## config.mk

```make
export PLATFORM = sky130hd
export DESIGN_NAME = cb_scan
export DESIGN_NICKNAME = d
export VERILOG_FILES = /design/src/rtl/cb_pkg.sv /design/src/rtl/cb_tag_pipe.sv /design/src/rtl/cb_scan.sv
export SDC_FILE = /design/constraint.sdc
export NUM_CORES = 1
export LEC_CHECK = 0
export ABC_CLOCK_PERIOD_IN_PS = 8550
export CAP_MARGIN = 15
export CORE_MARGIN = 2
export CORE_UTILIZATION = 47
export CTS_BUF_LIST = sky130_fd_sc_hd__clkbuf_8 sky130_fd_sc_hd__clkbuf_16
export CTS_CLUSTER_SIZE = 12
export DETAILED_ROUTE_END_ITERATION = 8
export HOLD_SLACK_MARGIN = 0.15
export PLACE_DENSITY = 0.79
export SLEW_MARGIN = 25
export SYNTH_ARGS = -nofsm -noshare
export SYNTH_HDL_FRONTEND = slang
export SYNTH_SLANG_ARGS = --single-unit
```

## constraint.sdc

```tcl
create_clock -name clk -period 8.55 [get_ports clk]
set_clock_uncertainty 0.05 [all_clocks]
set_input_delay 1.2825 -clock clk [delete_from_list [all_inputs] [get_ports clk]]
set_output_delay 1.2825 -clock clk [all_outputs]
set_load 0.005 [all_outputs]
```

## src/rtl/cb_pkg.sv

```systemverilog
`default_nettype none
// ============================================================================
//  Module   : cb_pkg
//  Purpose  : Shared constants and scan-state encoding for the covariance-block
//             scan engine (cb_scan) and its tag pipeline (cb_tag_pipe).
//  Contents : CB_AW   - covariance-block address width
//             ROW_LEN - row/column coordinate width
//             AGD_LAT - address-generator latency, request to address
//             scan_state_t - IDLE / SCAN / DRAIN
//  Revision : 1.0 - initial release
// ============================================================================
package cb_pkg;

  localparam int CB_AW   = 19;
  localparam int ROW_LEN = 10;
  localparam int AGD_LAT = 5;

  typedef enum logic [1:0] {
    S_IDLE  = 2'd0,
    S_SCAN  = 2'd1,
    S_DRAIN = 2'd2
  } scan_state_t;

endpackage : cb_pkg
`default_nettype wire

```

## src/rtl/cb_tag_pipe.sv

```systemverilog
`default_nettype none
// ============================================================================
//  Module   : cb_tag_pipe
//  Purpose  : DEPTH-stage shift register carrying {valid, row, col, last} for
//             each request so the tag lines up with the address returned by
//             the address generator DEPTH cycles later.
//  Ports    : clk, rst (async, active-high)
//             in_valid/in_row/in_col/in_last   - tag entering the pipe
//             out_valid/out_row/out_col/out_last - tag leaving the last stage
//  Revision : 1.0 - initial release
// ============================================================================
module cb_tag_pipe #(
  parameter int W     = 10,
  parameter int DEPTH = 5
) (
  input  logic         clk,
  input  logic         rst,
  input  logic         in_valid,
  input  logic [W-1:0] in_row,
  input  logic [W-1:0] in_col,
  input  logic         in_last,
  output logic         out_valid,
  output logic [W-1:0] out_row,
  output logic [W-1:0] out_col,
  output logic         out_last
);

  logic [DEPTH-1:0] valid_q;
  logic [DEPTH-1:0] last_q;
  logic [W-1:0]     row_q [DEPTH];
  logic [W-1:0]     col_q [DEPTH];

  // Every stage is cleared on reset so a mid-scan reset leaves nothing in
  // flight that could surface as a stray addr_valid afterwards.
  always_ff @(posedge clk or posedge rst) begin
    if (rst) begin
      valid_q <= '0;
      last_q  <= '0;
      for (int i = 0; i < DEPTH; i++) begin
        row_q[i] <= '0;
        col_q[i] <= '0;
      end
    end else begin
      valid_q[0] <= in_valid;
      last_q[0]  <= in_last;
      row_q[0]   <= in_row;
      col_q[0]   <= in_col;
      for (int i = 1; i < DEPTH; i++) begin
        valid_q[i] <= valid_q[i-1];
        last_q[i]  <= last_q[i-1];
        row_q[i]   <= row_q[i-1];
        col_q[i]   <= col_q[i-1];
      end
    end
  end

  assign out_valid = valid_q[DEPTH-1];
  assign out_last  = last_q[DEPTH-1];
  assign out_row   = row_q[DEPTH-1];
  assign out_col   = col_q[DEPTH-1];

endmodule : cb_tag_pipe
`default_nettype wire

```

## src/rtl/cb_scan.sv

```systemverilog
`default_nettype none
// ============================================================================
//  Module   : cb_scan
//  Purpose  : Walks a rectangular window of covariance-block coordinates in
//             row- or column-major order, issuing one request per cycle to an
//             external fixed-latency address generator, and tags each returned
//             address with the coordinates that produced it.
//  Ports    : clk, sys_rst (async, active-high)
//             start, row_base, col_base, n_rows, n_cols, col_major - scan cmd
//             CB_row, CB_col, req_valid          - request to generator
//             CB_base_addr                       - address from generator
//             addr_valid, addr_row, addr_col, addr_last, out_addr - tagged out
//             busy, done                         - status
//  Revision : 1.0 - initial release
// ============================================================================
module cb_scan #(
  parameter int CB_AW   = cb_pkg::CB_AW,
  parameter int ROW_LEN = cb_pkg::ROW_LEN,
  parameter int AGD_LAT = cb_pkg::AGD_LAT
) (
  input  logic               clk,
  input  logic               sys_rst,
  input  logic               start,
  input  logic [ROW_LEN-1:0] row_base,
  input  logic [ROW_LEN-1:0] col_base,
  input  logic [ROW_LEN-1:0] n_rows,
  input  logic [ROW_LEN-1:0] n_cols,
  input  logic               col_major,
  output logic [ROW_LEN-1:0] CB_row,
  output logic [ROW_LEN-1:0] CB_col,
  output logic               req_valid,
  input  logic [CB_AW-1:0]   CB_base_addr,
  output logic               addr_valid,
  output logic [ROW_LEN-1:0] addr_row,
  output logic [ROW_LEN-1:0] addr_col,
  output logic               addr_last,
  output logic [CB_AW-1:0]   out_addr,
  output logic               busy,
  output logic               done
);
  import cb_pkg::*;

  localparam logic [ROW_LEN-1:0] ONE = ROW_LEN'(1);

  scan_state_t        state, state_nxt;
  logic [ROW_LEN-1:0] row_base_q, col_base_q;
  logic [ROW_LEN-1:0] n_inner_q, n_outer_q;   // loop extents after order swap
  logic [ROW_LEN-1:0] inner_cnt, outer_cnt;
  logic               col_major_q;
  logic               start_ok, inner_end, outer_end, last_req;

  assign start_ok  = start && (n_rows != '0) && (n_cols != '0);
  assign inner_end = (inner_cnt == n_inner_q - ONE);
  assign outer_end = (outer_cnt == n_outer_q - ONE);
  assign last_req  = (state == S_SCAN) && inner_end && outer_end;

  // ---------------------------------------------------------------- FSM
  always_ff @(posedge clk or posedge sys_rst) begin
    if (sys_rst) state <= S_IDLE;
    else         state <= state_nxt;
  end

  always_comb begin
    state_nxt = state;
    case (state)
      S_IDLE:  if (start_ok) state_nxt = S_SCAN;
      S_SCAN:  if (last_req) state_nxt = S_DRAIN;
      S_DRAIN: if (done)     state_nxt = S_IDLE;
      default: state_nxt = S_IDLE;
    endcase
  end

  // ------------------------------------------------- coordinate walker
  // CB_row/CB_col are loaded with the window origin on the accepting edge,
  // so the first request is live in the very next cycle. They are only
  // updated while advancing, which makes them hold after the last request.
  always_ff @(posedge clk or posedge sys_rst) begin
    if (sys_rst) begin
      row_base_q  <= '0;
      col_base_q  <= '0;
      n_inner_q   <= '0;
      n_outer_q   <= '0;
      inner_cnt   <= '0;
      outer_cnt   <= '0;
      col_major_q <= 1'b0;
      CB_row      <= '0;
      CB_col      <= '0;
    end else if (state == S_IDLE && start_ok) begin
      row_base_q  <= row_base;
      col_base_q  <= col_base;
      n_inner_q   <= col_major ? n_rows : n_cols;
      n_outer_q   <= col_major ? n_cols : n_rows;
      col_major_q <= col_major;
      inner_cnt   <= '0;
      outer_cnt   <= '0;
      CB_row      <= row_base;
      CB_col      <= col_base;
    end else if (state == S_SCAN && !last_req) begin
      if (inner_end) begin
        inner_cnt <= '0;
        outer_cnt <= outer_cnt + ONE;
        if (col_major_q) begin
          CB_row <= row_base_q;
          CB_col <= CB_col + ONE;
        end else begin
          CB_col <= col_base_q;
          CB_row <= CB_row + ONE;
        end
      end else begin
        inner_cnt <= inner_cnt + ONE;
        if (col_major_q) CB_row <= CB_row + ONE;
        else             CB_col <= CB_col + ONE;
      end
    end
  end

  // Every SCAN cycle carries exactly one request.
  assign req_valid = (state == S_SCAN);

  // ------------------------------------------------------- tag pipe
  cb_tag_pipe #(
    .W     (ROW_LEN),
    .DEPTH (AGD_LAT)
  ) u_tag_pipe (
    .clk       (clk),
    .rst       (sys_rst),
    .in_valid  (req_valid),
    .in_row    (CB_row),
    .in_col    (CB_col),
    .in_last   (last_req),
    .out_valid (addr_valid),
    .out_row   (addr_row),
    .out_col   (addr_col),
    .out_last  (addr_last)
  );

  assign out_addr = CB_base_addr;
  assign done     = addr_valid && addr_last;
  assign busy     = (state != S_IDLE);

endmodule : cb_scan
`default_nettype wire
```

==> flow_summary.html, run 1 <==
<table>
<tr><th>Metric</th><th>Value</th></tr>
<tr><th colspan="2">Outcome</th></tr>
<tr><td>Status</td><td>completed</td></tr>
<tr><th colspan="2">Min path</th></tr>
<tr><td>Path type of the worst min-delay path</td><td>reg -&gt; reg</td></tr>
<tr><th colspan="2">Synth</th></tr>
<tr><td>Post-synthesis average cell area</td><td>around 11 sq um</td></tr>
<tr><td>Top flip-flop cell by instance count after synthesis</td><td>dfrtp_1</td></tr>
<tr><td>Cell count after synthesis</td><td>~700</td></tr>
<tr><td>Total of flip-flops plus latches after synthesis</td><td>roughly 190</td></tr>
<tr><td>Net Count, Synth</td><td>slightly below 800</td></tr>
<tr><td>Number of different library cells in the post-synthesis netlist</td><td>56</td></tr>
<tr><td>Post-Syn Area</td><td>roughly 8100 sq um</td></tr>
<tr><td>Yosys warning count</td><td>0</td></tr>
<tr><td>Number of enable-type register cells in the synthesized netlist</td><td>0</td></tr>
<tr><td>Share of synthesized registers carrying an async set or reset</td><td>1.00</td></tr>
<tr><td>Sequential area share after synthesis</td><td>0.599</td></tr>
<tr><th colspan="2">Cells and area</th></tr>
<tr><td>Synth-to-layout area growth</td><td>17.4%</td></tr>
<tr><td>Final standard cell utilization of the core</td><td>0.566</td></tr>
<tr><td>Antenna diodes</td><td>0</td></tr>
<tr><td>Finished Cell Area</td><td>between 9000 and 10000 sq um</td></tr>
<tr><td>Non-filler cells, final</td><td>roughly 1000</td></tr>
<tr><td>Most frequent cells in the layout</td><td>dfrtp_1, nand2_1, clkdlybuf4s50_1</td></tr>
<tr><td>Proportion of layout cells with a drive suffix above 1</td><td>0.0909</td></tr>
<tr><td>Net count, final</td><td>815</td></tr>
<tr><td>Most frequent standard cell in the layout excluding fill and tap cells</td><td>dfrtp_1</td></tr>
<tr><th colspan="2">Routing</th></tr>
<tr><td>Remaining number of nets flagged by the antenna check after routing</td><td>0</td></tr>
<tr><td>Average wire per standard cell</td><td>15.9 um</td></tr>
<tr><td>Drt pass-1 iters</td><td>5</td></tr>
<tr><td>Avg Vias per Cell</td><td>about 5.3</td></tr>
<tr><td>DRC violation count after routing</td><td>0</td></tr>
<tr><td>Total routed wirelength</td><td>~16 mm</td></tr>
<tr><td>Total vias in the final route</td><td>between 5000 and 6000</td></tr>
<tr><td>Starting DRC count in detailed routing</td><td>slightly below 400</td></tr>
<tr><th colspan="2">Floorplanning</th></tr>
<tr><td>Std-Cell Core Area</td><td>roughly 17000 sq um</td></tr>
<tr><td>Die width</td><td>approximately 130 um</td></tr>
<tr><td>Number of top-level design ports</td><td>around 130</td></tr>
<tr><td>Area of the die</td><td>~18000 sq um</td></tr>
<tr><td>Number of rows in the core area</td><td>47</td></tr>
<tr><td>Initial Utilization</td><td>0.483</td></tr>
<tr><td>Y dimension of the die</td><td>135 um</td></tr>
<tr><th colspan="2">STA</th></tr>
<tr><td>Count of final max-slew check failures</td><td>0</td></tr>
<tr><td>Minimum period implied by the final worst setup slack</td><td>3710 ps</td></tr>
<tr><td>Slew Limit Headroom</td><td>0.263</td></tr>
<tr><td>Final TNS setup</td><td>0 ps</td></tr>
<tr><td>Setup slack of the critical path after layout</td><td>around 4800 ps</td></tr>
<tr><td>Max frequency</td><td>269 MHz</td></tr>
<tr><td>Total of endpoints with negative setup slack in the final report</td><td>0</td></tr>
<tr><td>Worst Hold Slack</td><td>between 200 and 300 ps</td></tr>
<tr><td>RSZ-0062 raised after global routing</td><td>no</td></tr>
<tr><td>Number of hold-slack violations in the final timing report</td><td>0</td></tr>
<tr><td>Worst Max-Slew Pin Slew</td><td>1100 ps</td></tr>
<tr><td>Period utilisation layout</td><td>0.434</td></tr>
<tr><th colspan="2">Clock tree</th></tr>
<tr><td>Number of buffers on the longest clock path</td><td>2</td></tr>
<tr><td>Root Buffer Master</td><td>clkbuf_16</td></tr>
<tr><td>Clock transition at the register clock pins on the worst setup and hold paths after CTS</td><td>~70 ps</td></tr>
<tr><td>Hold_buf cts</td><td>0</td></tr>
<tr><td>Number of clock sinks</td><td>roughly 190</td></tr>
<tr><td>Clock tree from TritonCTS</td><td>done</td></tr>
<tr><td>CTS H-Tree Depth</td><td>4</td></tr>
<tr><td>Post-CTS resize count</td><td>0</td></tr>
<tr><td># Post-CTS Setup Buffers</td><td>0</td></tr>
<tr><td>Worst skew pair latency</td><td>440 ps</td></tr>
<tr><td>Number of clock buffers inserted by TritonCTS</td><td>17</td></tr>
<tr><th colspan="2">Placement</th></tr>
<tr><td>Number of placed instances, taps included</td><td>around 950</td></tr>
<tr><td>Placed cell areas</td><td>about 8800 sq um</td></tr>
<tr><td>Worst slack at placement</td><td>4490 ps</td></tr>
<tr><td>Placed wire-length estimate after detailed placement</td><td>about 11 mm</td></tr>
<tr><td>Count of buffers inserted at the top-level ports</td><td>88</td></tr>
<tr><td>Routability Congestion</td><td>just under 0.9</td></tr>
<tr><th colspan="2">Global route</th></tr>
<tr><td>Number of global-route vias before repair</td><td>5179</td></tr>
<tr><td>Wire length of the first global-routing pass</td><td>25.8 mm</td></tr>
<tr><td>Antenna violations before repair</td><td>0</td></tr>
<tr><td>Remaining Overflow, GRT</td><td>0</td></tr>
<tr><td>Overall fraction of global-route tracks in use</td><td>0.183</td></tr>
<tr><td>Maximum number of pins on one net before global-route repair</td><td>approximately 150</td></tr>
<tr><th colspan="2">Worst setup path</th></tr>
<tr><td>Critical path arrival</td><td>roughly 4000 ps</td></tr>
<tr><td>Required time at the worst-slack endpoint</td><td>a little under 9000 ps</td></tr>
<tr><td>Kind of end point of the critical path</td><td>flop</td></tr>
<tr><td>Highest-delay cell along the critical path</td><td>or3b_2</td></tr>
<tr><td>Worst Path Class, Setup</td><td>reg -&gt; reg</td></tr>
<tr><td>Kind of start point of the critical path</td><td>flop</td></tr>
<tr><td>Max incr delay on CP</td><td>490 ps</td></tr>
<tr><td>Critical-path maximum fanout</td><td>9</td></tr>
<tr><td>Cell Chain, Critical Path</td><td>inv_1 -&gt; ha_1 -&gt; or3b_2 -&gt; o31ai_1 -&gt; a31oi_1 -&gt; a2111o_1 -&gt; or4_4 -&gt; nand2_1 -&gt; o21a_1 -&gt; mux2_2</td></tr>
<tr><th colspan="2">Power</th></tr>
<tr><td>Power after layout</td><td>approximately 3.4 mW</td></tr>
<tr><td>Worst supply voltage drop on vdd</td><td>~0.19 mV</td></tr>
<tr><td>PD cells</td><td>356 nW/um^2</td></tr>
<tr><td>Leakage Power</td><td>around 4.3 nW</td></tr>
<tr><th colspan="2">Flow run</th></tr>
<tr><td>Max-capacitance violation count</td><td>0</td></tr>
</table>
cell families after synthesis:
kind of cell / Yosys count / synth area share
AOI/OAI and AO/OA: 107 / 0.0841
xor gates and xnor gates: 41 / 0.0446
adders and majority gates: 6 / 0.00932
buffers and inverters: 75 / 0.0564
DFF: 193 / 0.599
muxes: 55 / 0.0711
and+or+nand+nor: 225 / 0.135
registers in the layout, summed over array words and instances (netlist names):
name                cells
CB_col                 10
CB_row                 10
col_base_q             10
col_major_q             1
inner_cnt              10
n_inner_q              10
n_outer_q              10
outer_cnt              10
row_base_q             10
state                   2
u_tag_pipe.col_q       40
u_tag_pipe.last_q       5
u_tag_pipe.out_col     10
u_tag_pipe.out_row     10
u_tag_pipe.row_q       40
u_tag_pipe.valid_q      5
worst max-delay path, delay by kind of cell, from the launching register on:
| family | cells | cell delay, ps |
|---|---|---|
| fa+ha+maj | 1 | 240 |
| mux | 1 | 410 |
| flops | 1 | 430 |
| simple gates | 3 | 1160 |
| compound gates | 4 | 1230 |
| buf+inv | 1 | 80 |
metal layers:
layer	track usage	wire length [um]
met1	0.236	6780
met2	0.295	7600
met3	0.0394	781
met4	0.0909	401
met5	0	0
final cells by class:
| cell class | instances | area, sq um |
|---|---|---|
| Clock inverter | 14 | 191 |
| Tap cell | 220 | 275 |
| Inverter | 10 | 51.3 |
| Multi-Input combinational cell | 434 | 2780 |
| Timing Repair Buffer | 90 | 891 |
| Clock buffer | 18 | 439 |
| Fill cell | 1406 | 7240 |
| Sequential cell | 193 | 4830 |
power by group:
group          internal, mW  switching [mW]
clock                 0.455           0.369
combinational         0.506           0.481
sequential             1.30           0.261
total                  2.26            1.11
path summary, 6_finish.rpt:
kind	from	end	slack [ps]	depth (start not counted)
worst max-delay path	n_outer_q[0]$_DFFE_PP0P_	CB_col[4]$_DFFE_PP0P_	4840	10
worst min-delay path	u_tag_pipe.row_q[47]$_DFF_PP0_	u_tag_pipe.row_q[37]$_DFF_PP0_	290	0
worst max register to register	n_outer_q[0]$_DFFE_PP0P_	CB_col[4]$_DFFE_PP0P_	4840	10
worst min register to register	u_tag_pipe.row_q[47]$_DFF_PP0_	u_tag_pipe.row_q[37]$_DFF_PP0_	290	0
max in group asynchronous	sys_rst	n_outer_q[7]$_DFFE_PP0P_	6020	3
min in group asynchronous	sys_rst	u_tag_pipe.out_col[0]$_DFF_PP0_	1320	2
cell usage after synthesis (2+ instances only):
library cell	instances	share of area
a211o_1	2	0.0022
a21oi_1	11	0.0068
a21oi_4	2	0.0040
a31oi_1	7	0.0054
a41o_1	4	0.0050
and3_1	13	0.010
and4_1	2	0.0022
buf_1	2	0.00093
buf_2	5	0.0031
buf_4	40	0.037
buf_6	2	0.0028
clkbuf_1	16	0.0075
dfrtp_1	193	0.60
ha_1	6	0.0093
inv_1	8	0.0037
mux2_2	18	0.025
mux2i_1	37	0.046
nand2_1	102	0.048
nand2b_1	6	0.0047
nand3_1	23	0.014
nand4_1	5	0.0039
nor2_1	28	0.013
nor2b_1	6	0.0047
nor3_1	7	0.0043
nor3b_1	2	0.0019
nor4_1	8	0.0062
o2111ai_1	2	0.0022
o211ai_1	5	0.0047
o21a_1	4	0.0037
o21ai_0	55	0.034
o31ai_1	5	0.0047
or3_1	6	0.0047
or4_1	6	0.0056
or4_4	3	0.0042
xnor2_1	26	0.028
xor2_1	15	0.016
Note: power is estimated with default switching activity, not from simulation.
==> run 2: changes to the inputs <==
--- a/config.mk
+++ b/config.mk
@@ -5,7 +5,7 @@
 export SDC_FILE = /design/constraint.sdc
 export NUM_CORES = 1
 export LEC_CHECK = 0
-export ABC_CLOCK_PERIOD_IN_PS = 8550
+export ABC_CLOCK_PERIOD_IN_PS = 3700
 export CAP_MARGIN = 15
 export CORE_MARGIN = 2
 export CORE_UTILIZATION = 47
==> constraint.sdc (replaced) <==
create_clock -name clk -period 3.7 [get_ports clk]
set_clock_uncertainty 0.05 [all_clocks]
set_input_delay 0.555 -clock clk [delete_from_list [all_inputs] [get_ports clk]]
set_output_delay 0.555 -clock clk [all_outputs]
set_load 0.005 [all_outputs]
==> run 2 against run 1 <==
Effect of this change:
- global-route usage hardly changed
- routed wire length is 1.5% higher
- combinational power is 130% higher
- clock power is 110% higher
- power is 130% higher
- critical endpoint is now CB_col[2]$_DFFE_PP0P_
- largest cell class unchanged
==> flow_summary.html, run 2 (same netlist as run 1, synthesis figures left out) <==
<table>
<tr><th>Metric</th><th>Value</th></tr>
<tr><th colspan="2">Floorplanning</th></tr>
<tr><td>Area of the die</td><td>~18000 sq um</td></tr>
<tr><td>Initial Utilization</td><td>0.483</td></tr>
<tr><td>Number of rows in the core area</td><td>between 40 and 50</td></tr>
<tr><td>Std-Cell Core Area</td><td>between 15000 and 20000 sq um</td></tr>
<tr><td>Y dimension of the die</td><td>approximately 130 um</td></tr>
<tr><td>Number of top-level design ports</td><td>roughly 130</td></tr>
<tr><td>Die width</td><td>135 um</td></tr>
<tr><th colspan="2">Global route</th></tr>
<tr><td>Overall fraction of global-route tracks in use</td><td>0.183</td></tr>
<tr><td>Wire length of the first global-routing pass</td><td>26.0 mm</td></tr>
<tr><td>Number of global-route vias before repair</td><td>~5200</td></tr>
<tr><td>Maximum number of pins on one net before global-route repair</td><td>around 110</td></tr>
<tr><td>Remaining Overflow, GRT</td><td>0</td></tr>
<tr><td>Antenna violations before repair</td><td>0</td></tr>
<tr><th colspan="2">Power</th></tr>
<tr><td>Power after layout</td><td>between 7 and 8 mW</td></tr>
<tr><td>Worst supply voltage drop on vdd</td><td>0.347 mV</td></tr>
<tr><td>Leakage Power</td><td>roughly 4.3 nW</td></tr>
<tr><td>PD cells</td><td>809 nW/um^2</td></tr>
<tr><th colspan="2">Placement</th></tr>
<tr><td>Placed wire-length estimate after detailed placement</td><td>roughly 11 mm</td></tr>
<tr><td>Routability Congestion</td><td>0.865</td></tr>
<tr><td>Worst slack at placement</td><td>approximately 120 ps</td></tr>
<tr><td>Number of placed instances, taps included</td><td>956</td></tr>
<tr><td>Placed cell areas</td><td>between 8000 and 9000 sq um</td></tr>
<tr><td>Count of buffers inserted at the top-level ports</td><td>between 80 and 90</td></tr>
<tr><th colspan="2">STA</th></tr>
<tr><td>Period utilisation layout</td><td>0.943</td></tr>
<tr><td>Worst Hold Slack</td><td>289 ps</td></tr>
<tr><td>Number of hold-slack violations in the final timing report</td><td>0</td></tr>
<tr><td>Final TNS setup</td><td>0 ps</td></tr>
<tr><td>Count of final max-slew check failures</td><td>0</td></tr>
<tr><td>Max frequency</td><td>~290 MHz</td></tr>
<tr><td>RSZ-0062 raised after global routing</td><td>no</td></tr>
<tr><td>Minimum period implied by the final worst setup slack</td><td>approximately 3500 ps</td></tr>
<tr><td>Setup slack of the critical path after layout</td><td>roughly 210 ps</td></tr>
<tr><td>Slew Limit Headroom</td><td>0.577</td></tr>
<tr><td>Total of endpoints with negative setup slack in the final report</td><td>0</td></tr>
<tr><td>Worst Max-Slew Pin Slew</td><td>627 ps</td></tr>
<tr><th colspan="2">Routing</th></tr>
<tr><td>Drt pass-1 iters</td><td>5</td></tr>
<tr><td>Remaining number of nets flagged by the antenna check after routing</td><td>0</td></tr>
<tr><td>DRC violation count after routing</td><td>0</td></tr>
<tr><td>Average wire per standard cell</td><td>between 15 and 20 um</td></tr>
<tr><td>Total routed wirelength</td><td>15.8 mm</td></tr>
<tr><td>Total vias in the final route</td><td>around 5300</td></tr>
<tr><td>Starting DRC count in detailed routing</td><td>between 300 and 400</td></tr>
<tr><td>Avg Vias per Cell</td><td>5.32</td></tr>
<tr><th colspan="2">Min path</th></tr>
<tr><td>Path type of the worst min-delay path</td><td>reg -&gt; reg</td></tr>
<tr><th colspan="2">Clock tree</th></tr>
<tr><td>Hold_buf cts</td><td>0</td></tr>
<tr><td>Number of clock sinks</td><td>between 150 and 200</td></tr>
<tr><td>CTS H-Tree Depth</td><td>4</td></tr>
<tr><td>Clock transition at the register clock pins on the worst setup and hold paths after CTS</td><td>70 ps</td></tr>
<tr><td>Number of clock buffers inserted by TritonCTS</td><td>17</td></tr>
<tr><td>Root Buffer Master</td><td>clkbuf_16</td></tr>
<tr><td>Clock tree from TritonCTS</td><td>done</td></tr>
<tr><td>Worst skew pair latency</td><td>440 ps</td></tr>
<tr><td>Number of buffers on the longest clock path</td><td>2</td></tr>
<tr><th colspan="2">Cells and area</th></tr>
<tr><td>Biggest registers after layout</td><td>u_tag_pipe.col_q (40), u_tag_pipe.row_q (40)</td></tr>
<tr><td>Total area of multi-input combinational cells</td><td>around 2800 sq um</td></tr>
<tr><td>Net count, final</td><td>a little over 800</td></tr>
<tr><td>Proportion of layout cells with a drive suffix above 1</td><td>0.102</td></tr>
<tr><td>Most frequent cells in the layout</td><td>dfrtp_1, nand2_1, clkdlybuf4s50_1</td></tr>
<tr><td>Most frequent standard cell in the layout excluding fill and tap cells</td><td>dfrtp_1</td></tr>
<tr><td>Finished Cell Area</td><td>9500 sq um</td></tr>
<tr><td>Antenna diodes</td><td>0</td></tr>
<tr><td>Sequential cell area</td><td>4830 sq um</td></tr>
<tr><td>Final standard cell utilization of the core</td><td>0.569</td></tr>
<tr><td>Number of fillers in the final layout</td><td>1400</td></tr>
<tr><td>Synth-to-layout area growth</td><td>17.9%</td></tr>
<tr><td>Non-filler cells, final</td><td>a little under 1000</td></tr>
<tr><th colspan="2">Worst setup path</th></tr>
<tr><td>Kind of end point of the critical path</td><td>flop</td></tr>
<tr><td>Cell Chain, Critical Path</td><td>inv_1 -&gt; ha_1 -&gt; or3b_2 -&gt; o31ai_1 -&gt; a31oi_1 -&gt; a2111o_1 -&gt; or4_4 -&gt; nand2_1 -&gt; o21a_2 -&gt; mux2_2</td></tr>
<tr><td>Highest-delay cell along the critical path</td><td>or3b_2</td></tr>
<tr><td>Max incr delay on CP</td><td>between 400 and 500 ps</td></tr>
<tr><td>Worst Path Class, Setup</td><td>reg -&gt; reg</td></tr>
<tr><td>Critical path arrival</td><td>~3800 ps</td></tr>
<tr><td>Kind of start point of the critical path</td><td>flop</td></tr>
<tr><td>Critical-path maximum fanout</td><td>9</td></tr>
<tr><td>Required time at the worst-slack endpoint</td><td>3960 ps</td></tr>
<tr><th colspan="2">Outcome</th></tr>
<tr><td>Status</td><td>completed</td></tr>
<tr><th colspan="2">Flow run</th></tr>
<tr><td>Max-capacitance violation count</td><td>0</td></tr>
</table>
-- run 2: worst paths after layout --
path,startpoint,to,slack (ps),depth (start not counted)
max in group asynchronous,sys_rst,u_tag_pipe.row_q[39]$_DFF_PP0_,2550,3
setup reg to reg,n_outer_q[0]$_DFFE_PP0P_,CB_col[2]$_DFFE_PP0P_,210,10
hold / removal,u_tag_pipe.valid_q[3]$_DFF_PP0_,u_tag_pipe.valid_q[4]$_DFF_PP0_,290,0
setup / recovery,n_outer_q[0]$_DFFE_PP0P_,CB_col[2]$_DFFE_PP0P_,210,10
hold reg to reg,u_tag_pipe.valid_q[3]$_DFF_PP0_,u_tag_pipe.valid_q[4]$_DFF_PP0_,290,0
min in group asynchronous,sys_rst,u_tag_pipe.col_q[31]$_DFF_PP0_,580,3
-- run 2: power breakdown --
group / internal, mW / switching, mW
sequential: 3.00 / 0.603
combinational: 1.20 / 1.12
clock: 0.970 / 0.796
total: 5.17 / 2.52
-- run 2: area by class of cell --
class | instances | share of cell area
tap | 220 | 0.0290
inverter | 10 | 0.00448
clock inverter | 10 | 0.00961
multi-input combinational | 434 | 0.293
sequential | 193 | 0.508
clock buffer | 22 | 0.0520
timing repair buffer | 99 | 0.104
-- run 2: per-layer routing --
layer / vias to the layer above / routed length [um] / track usage
met4: 0 / 386 / 0.0758
met2: 150 / 7480 / 0.289
li1: 2494 / - / -
met5: - / 0 / 0
met3: 30 / 675 / 0.0360
met1: 2581 / 7260 / 0.248
-- run 2: worst max-delay path, delay by kind of cell (launching register included) --
kind | cells | cell delay, ps
buf+inv | 1 | 80
compound gates | 4 | 1070
mux | 1 | 360
fa+ha+maj | 1 | 240
simple gates | 3 | 1140
flops | 1 | 430
-- run 2: what timing repair did --
item                       CTS  global route
gates resized for setup      0             1
setup endpoints to repair    0             9
buffers inserted             0             0
